**src/rtl/wb_regfile_pkg.sv**
```systemverilog
// Shared constants for the writeback stage and the integer register file.
package wb_regfile_pkg;

    localparam int XLEN       = 64;
    localparam int REG_ADDR_W = 5;
    localparam int NUM_REGS   = 32;

    localparam logic [REG_ADDR_W-1:0] ZERO_REG = 5'd0;

    // True when an address names the hardwired-zero register.
    function automatic logic is_zero_reg(input logic [REG_ADDR_W-1:0] addr);
        return addr == ZERO_REG;
    endfunction

endpackage

```
**src/rtl/wb_regfile_rf.sv**
```systemverilog
// 32-entry register file with two asynchronous read ports and one write port.
// x0 is never written and always reads as zero.
module regfile_2r1w
    import wb_regfile_pkg::*;
#(
    parameter int DATA_W = XLEN
) (
    input  logic                  clk,
    input  logic                  reset,
    input  logic                  we,
    input  logic [REG_ADDR_W-1:0] waddr,
    input  logic [DATA_W-1:0]     wdata,
    input  logic [REG_ADDR_W-1:0] raddr1,
    input  logic [REG_ADDR_W-1:0] raddr2,
    output logic [DATA_W-1:0]     rdata1,
    output logic [DATA_W-1:0]     rdata2
);

    logic [DATA_W-1:0] regs [NUM_REGS];

    // Storage update: clear everything on reset, otherwise write any register except x0.
    always_ff @(posedge clk) begin
        if (reset) begin
            for (int i = 0; i < NUM_REGS; i++) begin
                regs[i] <= '0;
            end
        end else if (we && !is_zero_reg(waddr)) begin
            regs[waddr] <= wdata;
        end
    end

    // Asynchronous reads with x0 forced to zero.
    always_comb begin
        rdata1 = is_zero_reg(raddr1) ? '0 : regs[raddr1];
        rdata2 = is_zero_reg(raddr2) ? '0 : regs[raddr2];
    end

endmodule

```
**src/rtl/wb_regfile.sv**
```systemverilog
// Writeback stage: selects load data or ALU result, commits it to the register
// file, bypasses the committing value to both decode read ports in the same
// cycle, and counts committed writes.
module wb_regfile
    import wb_regfile_pkg::*;
#(
    parameter int XLEN  = wb_regfile_pkg::XLEN,
    parameter int CNT_W = 32
) (
    input  logic                  clk,
    input  logic                  reset,
    input  logic                  RegWrite,
    input  logic                  MemtoReg,
    input  logic [XLEN-1:0]       DataOut,
    input  logic [XLEN-1:0]       AluOut,
    input  logic [REG_ADDR_W-1:0] Rd,
    input  logic [REG_ADDR_W-1:0] Rs1,
    input  logic [REG_ADDR_W-1:0] Rs2,
    output logic [XLEN-1:0]       ReadData1,
    output logic [XLEN-1:0]       ReadData2,
    output logic [XLEN-1:0]       WbData,
    output logic [CNT_W-1:0]      WbCount
);

    logic            commit;
    logic [XLEN-1:0] rf_data1;
    logic [XLEN-1:0] rf_data2;

    // Writeback select and commit qualification; reset drops the in-flight write.
    always_comb begin
        WbData = MemtoReg ? DataOut : AluOut;
        commit = RegWrite && !is_zero_reg(Rd) && !reset;
    end

    regfile_2r1w #(
        .DATA_W (XLEN)
    ) u_rf (
        .clk    (clk),
        .reset  (reset),
        .we     (commit),
        .waddr  (Rd),
        .wdata  (WbData),
        .raddr1 (Rs1),
        .raddr2 (Rs2),
        .rdata1 (rf_data1),
        .rdata2 (rf_data2)
    );

    // Same-cycle write-to-read bypass; commit already excludes x0, and the
    // register file masks x0 on the non-bypass path.
    always_comb begin
        ReadData1 = (commit && (Rs1 == Rd)) ? WbData : rf_data1;
        ReadData2 = (commit && (Rs2 == Rd)) ? WbData : rf_data2;
    end

    // Committed-write counter, wraps naturally at all-ones.
    always_ff @(posedge clk) begin
        if (reset) begin
            WbCount <= '0;
        end else if (commit) begin
            WbCount <= WbCount + {{(CNT_W-1){1'b0}}, 1'b1};
        end
    end

endmodule

```
**config.mk**
```make
export PLATFORM = sky130hd
export DESIGN_NAME = wb_regfile
export DESIGN_NICKNAME = d
export VERILOG_FILES = /design/src/rtl/wb_regfile_pkg.sv /design/src/rtl/wb_regfile_rf.sv /design/src/rtl/wb_regfile.sv
export SDC_FILE = /design/constraint.sdc
export NUM_CORES = 2
export LEC_CHECK = 0
export CAP_MARGIN = 20
export CORE_MARGIN = 8
export CORE_UTILIZATION = 40
export DETAILED_ROUTE_END_ITERATION = 8
export PLACE_DENSITY_LB_ADDON = 0.25
export SLEW_MARGIN = 30
export SYNTH_ARGS = -nofsm -noshare
export SYNTH_HDL_FRONTEND = slang
export SYNTH_HIERARCHICAL = 1
export SYNTH_SLANG_ARGS = --single-unit
```
**constraint.sdc**
```tcl
create_clock -name clk -period 5.3 [get_ports clk]
set_input_delay 1.59 -clock clk [delete_from_list [all_inputs] [get_ports clk]]
set_output_delay 1.59 -clock clk [all_outputs]
set_load 0.01 [all_outputs]
```
==> results by group <==
Flow run
  – Max cap viols: 0

Floorplan
  – IO Pins: 371
  – Core Box Area: 279000 um2
  – Die Footprint: roughly 300000 um2
  – Row count: 194
  – Die X: 546 um
  – Die Y: 546 um
  – Starting density of the core: 0.402

Global routing
  – First-pass GRT wire length: 652 mm
  – Grt ovf: 0
  – Largest net degree at the start of global routing: 65
  – Total GRT Usage: 0.310
  – Vias in the first global route: 79.9k
  – Initial antenna violation count: between 40 and 50

Min path
  – Worst Hold Class: register to register

STA
  – Unrepaired setup endpoints after global routing: true
  – Pins Over Slew Limit: 0
  – Normalized max-slew margin: 0.209
  – Clk_skew: 18.3 ps
  – Fin Hold WS: 498 ps
  – Worst setup margin: -379 ps
  – Minimum clock period: 5680 ps
  – Hold Vio Cnt, Final: 0
  – # setup viols final: between 100 and 150
  – Worst Max-Slew Pin Slew: 1190 ps
  – Tcrit/Tclk final: 1.07
  – Fmax: roughly 180 MHz

Yosys
  – Sequential area share after synthesis: 0.554
  – Post-synth top area share: 0.548
  – Yosys reg bits: 2080
  – Post-Syn Instances: 7466
  – Syn avg cell area: 15.0 um2
  – Count leader, synth: edfxtp_1
  – Synth area leader: edfxtp_1
  – Post-synth EDFFs: between 2k and 2.5k
  – Synth top area cells: edfxtp_1 55%, mux4_2 18%, and2_1 11%
  – Ys Warns: 6
  – Commonest cells in the netlist: 2048 x edfxtp_1, 1989 x and2_1, 906 x mux4_2
  – Async SR Flop Fraction: 0
  – Main flop type after synthesis: edfxtp_1
  – Synth unique cells: 61
  – Mapped cell area: 112000 um2

CTS
  – Clock buffer depth: 4
  – Worst-Skew Late Latency: 900 ps
  – CTS clk-pin slew, worst paths: 60 ps
  – Total CTS buffers: 231
  – Clock sink count: 2080
  – Hold Buf Count CTS: 0
  – TritonCTS clock tree: done
  – Clk root buf: clkbuf_16
  – H-tree depth: 4

Status
  – Violated checks: setup timing
  – Status: complete, but fails checks

Detailed routing
  – Total Routed Length: 484 mm
  – Drt first-iter violations: 13.5k
  – Post-route DRC: 0
  – Vias: 81.6k
  – DRT antenna net count: 0
  – WL/cell: around 39 um
  – Drt via density: 6.52
  – First drt pass iteration count: 6

Critical path
  – Reg2Reg Setup Slack: 3080 ps
  – Setup Crit Path Kind: input pin to primary output
  – R2R Path End: WbCount[28]$_SDFFE_PP0N_
  – Req. time, crit path: 3710 ps
  – Crit path to: ReadData1[48]
  – Crit path DAT: 4090 ps
  – Crit path launch: Rs1[0]
  – Reg2reg start: WbCount[5]$_SDFFE_PP0N_
  – Worst-path fanout max: 7
  – FF-to-FF path depth: 5
  – Critical path startpoint category: input pin
  – CP Capture Type: primary output

Place
  – Hpwl dp: 272 mm
  – Port Buffers: 370
  – Pre-CTS setup slack: -906 ps
  – Final GP Congestion: 0.881

Power
  – Power per cell area: between 200 and 300 nW/um2
  – Static Leak: 0.0516 uW
  – Tot Pwr: 42700 uW
  – VDD IR max: roughly 0.28 mV

Cells and area
  – Final-stage net count: 8725
  – P&R area growth vs syn: 28.4%
  – Layout cell share with drive strength beyond 1: 0.383
  – FILL cells: 22.7k
-- sequential cells by signal (all words and copies together) (netlist names) --
name / count
u_rf/regs: 2048
WbCount: 32
-- worst min path at each step --
stage	endpoint	start	cells after the start
floorplan	WbCount[31]$_SDFFE_PP0N_	WbCount[31]$_SDFFE_PP0N_	2
global placement	WbCount[31]$_SDFFE_PP0N_	WbCount[31]$_SDFFE_PP0N_	2
detailed placement	WbCount[31]$_SDFFE_PP0N_	WbCount[31]$_SDFFE_PP0N_	2
CTS	WbCount[31]$_SDFFE_PP0N_	WbCount[31]$_SDFFE_PP0N_	2
global route	WbCount[31]$_SDFFE_PP0N_	WbCount[31]$_SDFFE_PP0N_	2
finish	WbCount[31]$_SDFFE_PP0N_	WbCount[31]$_SDFFE_PP0N_	2
-- metal layers --
layer / global-route usage / wire length [um] / vias up
li1: - / - / 31085
met2: 0.481 / 217000 / 6955
met4: 0.203 / 38100 / 12
met5: 0 / 79 / -
met3: 0.0809 / 64600 / 1623
met1: 0.384 / 164000 / 41953
-- cell type report --
cell class                      count  area, um2  area share
Tap cell                         3724       4660      0.0323
Inverter                            7       30.0    0.000208
Clock buffer                      283       6080      0.0422
Sequential cell                  2080      62100       0.431
Multi-Input combinational cell   4623      50100       0.347
Antenna cell                       35       87.6    0.000608
Timing Repair Buffer             1634      20000       0.138
Clock inverter                    136       1100     0.00765
-- stage by stage --
step / instance area [um2] / util / setup TNS, ps / instances
after floorplan: 112000 / - / 0 / 7529
final: 144000 / 0.516 / -24940 / 12522
after detailed placement: 127000 / 0.455 / -85080 / 11599
after global placement: 127000 / 0.454 / -85610 / 11597
after CTS: 140000 / 0.503 / -32810 / 12315
after global routing: 144000 / 0.516 / -27210 / 12489
-- what timing repair did --
| action | 4_1_cts | 5_1_grt |
|---|---|---|
| setup endpoints to repair | 128 | 128 |
| buffers inserted | 270 | 226 |
| resized for setup | 1042 | 636 |
| pin swaps | 157 | 205 |
| cloned | 42 | 11 |
-- power by group --
group          internal (uW)  switching [uW]  total [uW]  leakage (uW)
registers              18900             451       19400        0.0197
logic                   3570            3940        7510        0.0284
clock network           8910            6950       15900       0.00352
-- worst max-delay path, stage by stage --
cell and delay, ps:
buf_16 150, buf_12 130, buf_16 160, buf_12 140, buf_16 130, buf_12 130, mux4_2 520, mux4_2 480
a21o_1 210, mux2_2 290, buf_6 130
-- cell families after synthesis --
logic type / synth area share
flops: 0.554
compound gates: 0.0373
xor+xnor: 0.00234
mux: 0.246
buf+inv: 0.0326
other cells: 0.0000334
simple gates: 0.128
fa+ha+maj: 0.000111
-- cells in the final DEF (no fill, tap or decap), types with 59 or more instances in the layout --
master and instances:
mux4_2 906, clkbuf_16 247, nand2_1 112, clkdlybuf4s50_1 224, and2_1 1988, buf_6 232, buf_16 66, mux2_2 186
mux2i_1 312, buf_8 60, clkinv_1 63, conb_1 64, edfxtp_1 2048, buf_12 337, o22ai_1 59, mux2_4 109
buf_4 658
No activity file was read; power rests on OpenSTA's default activity.
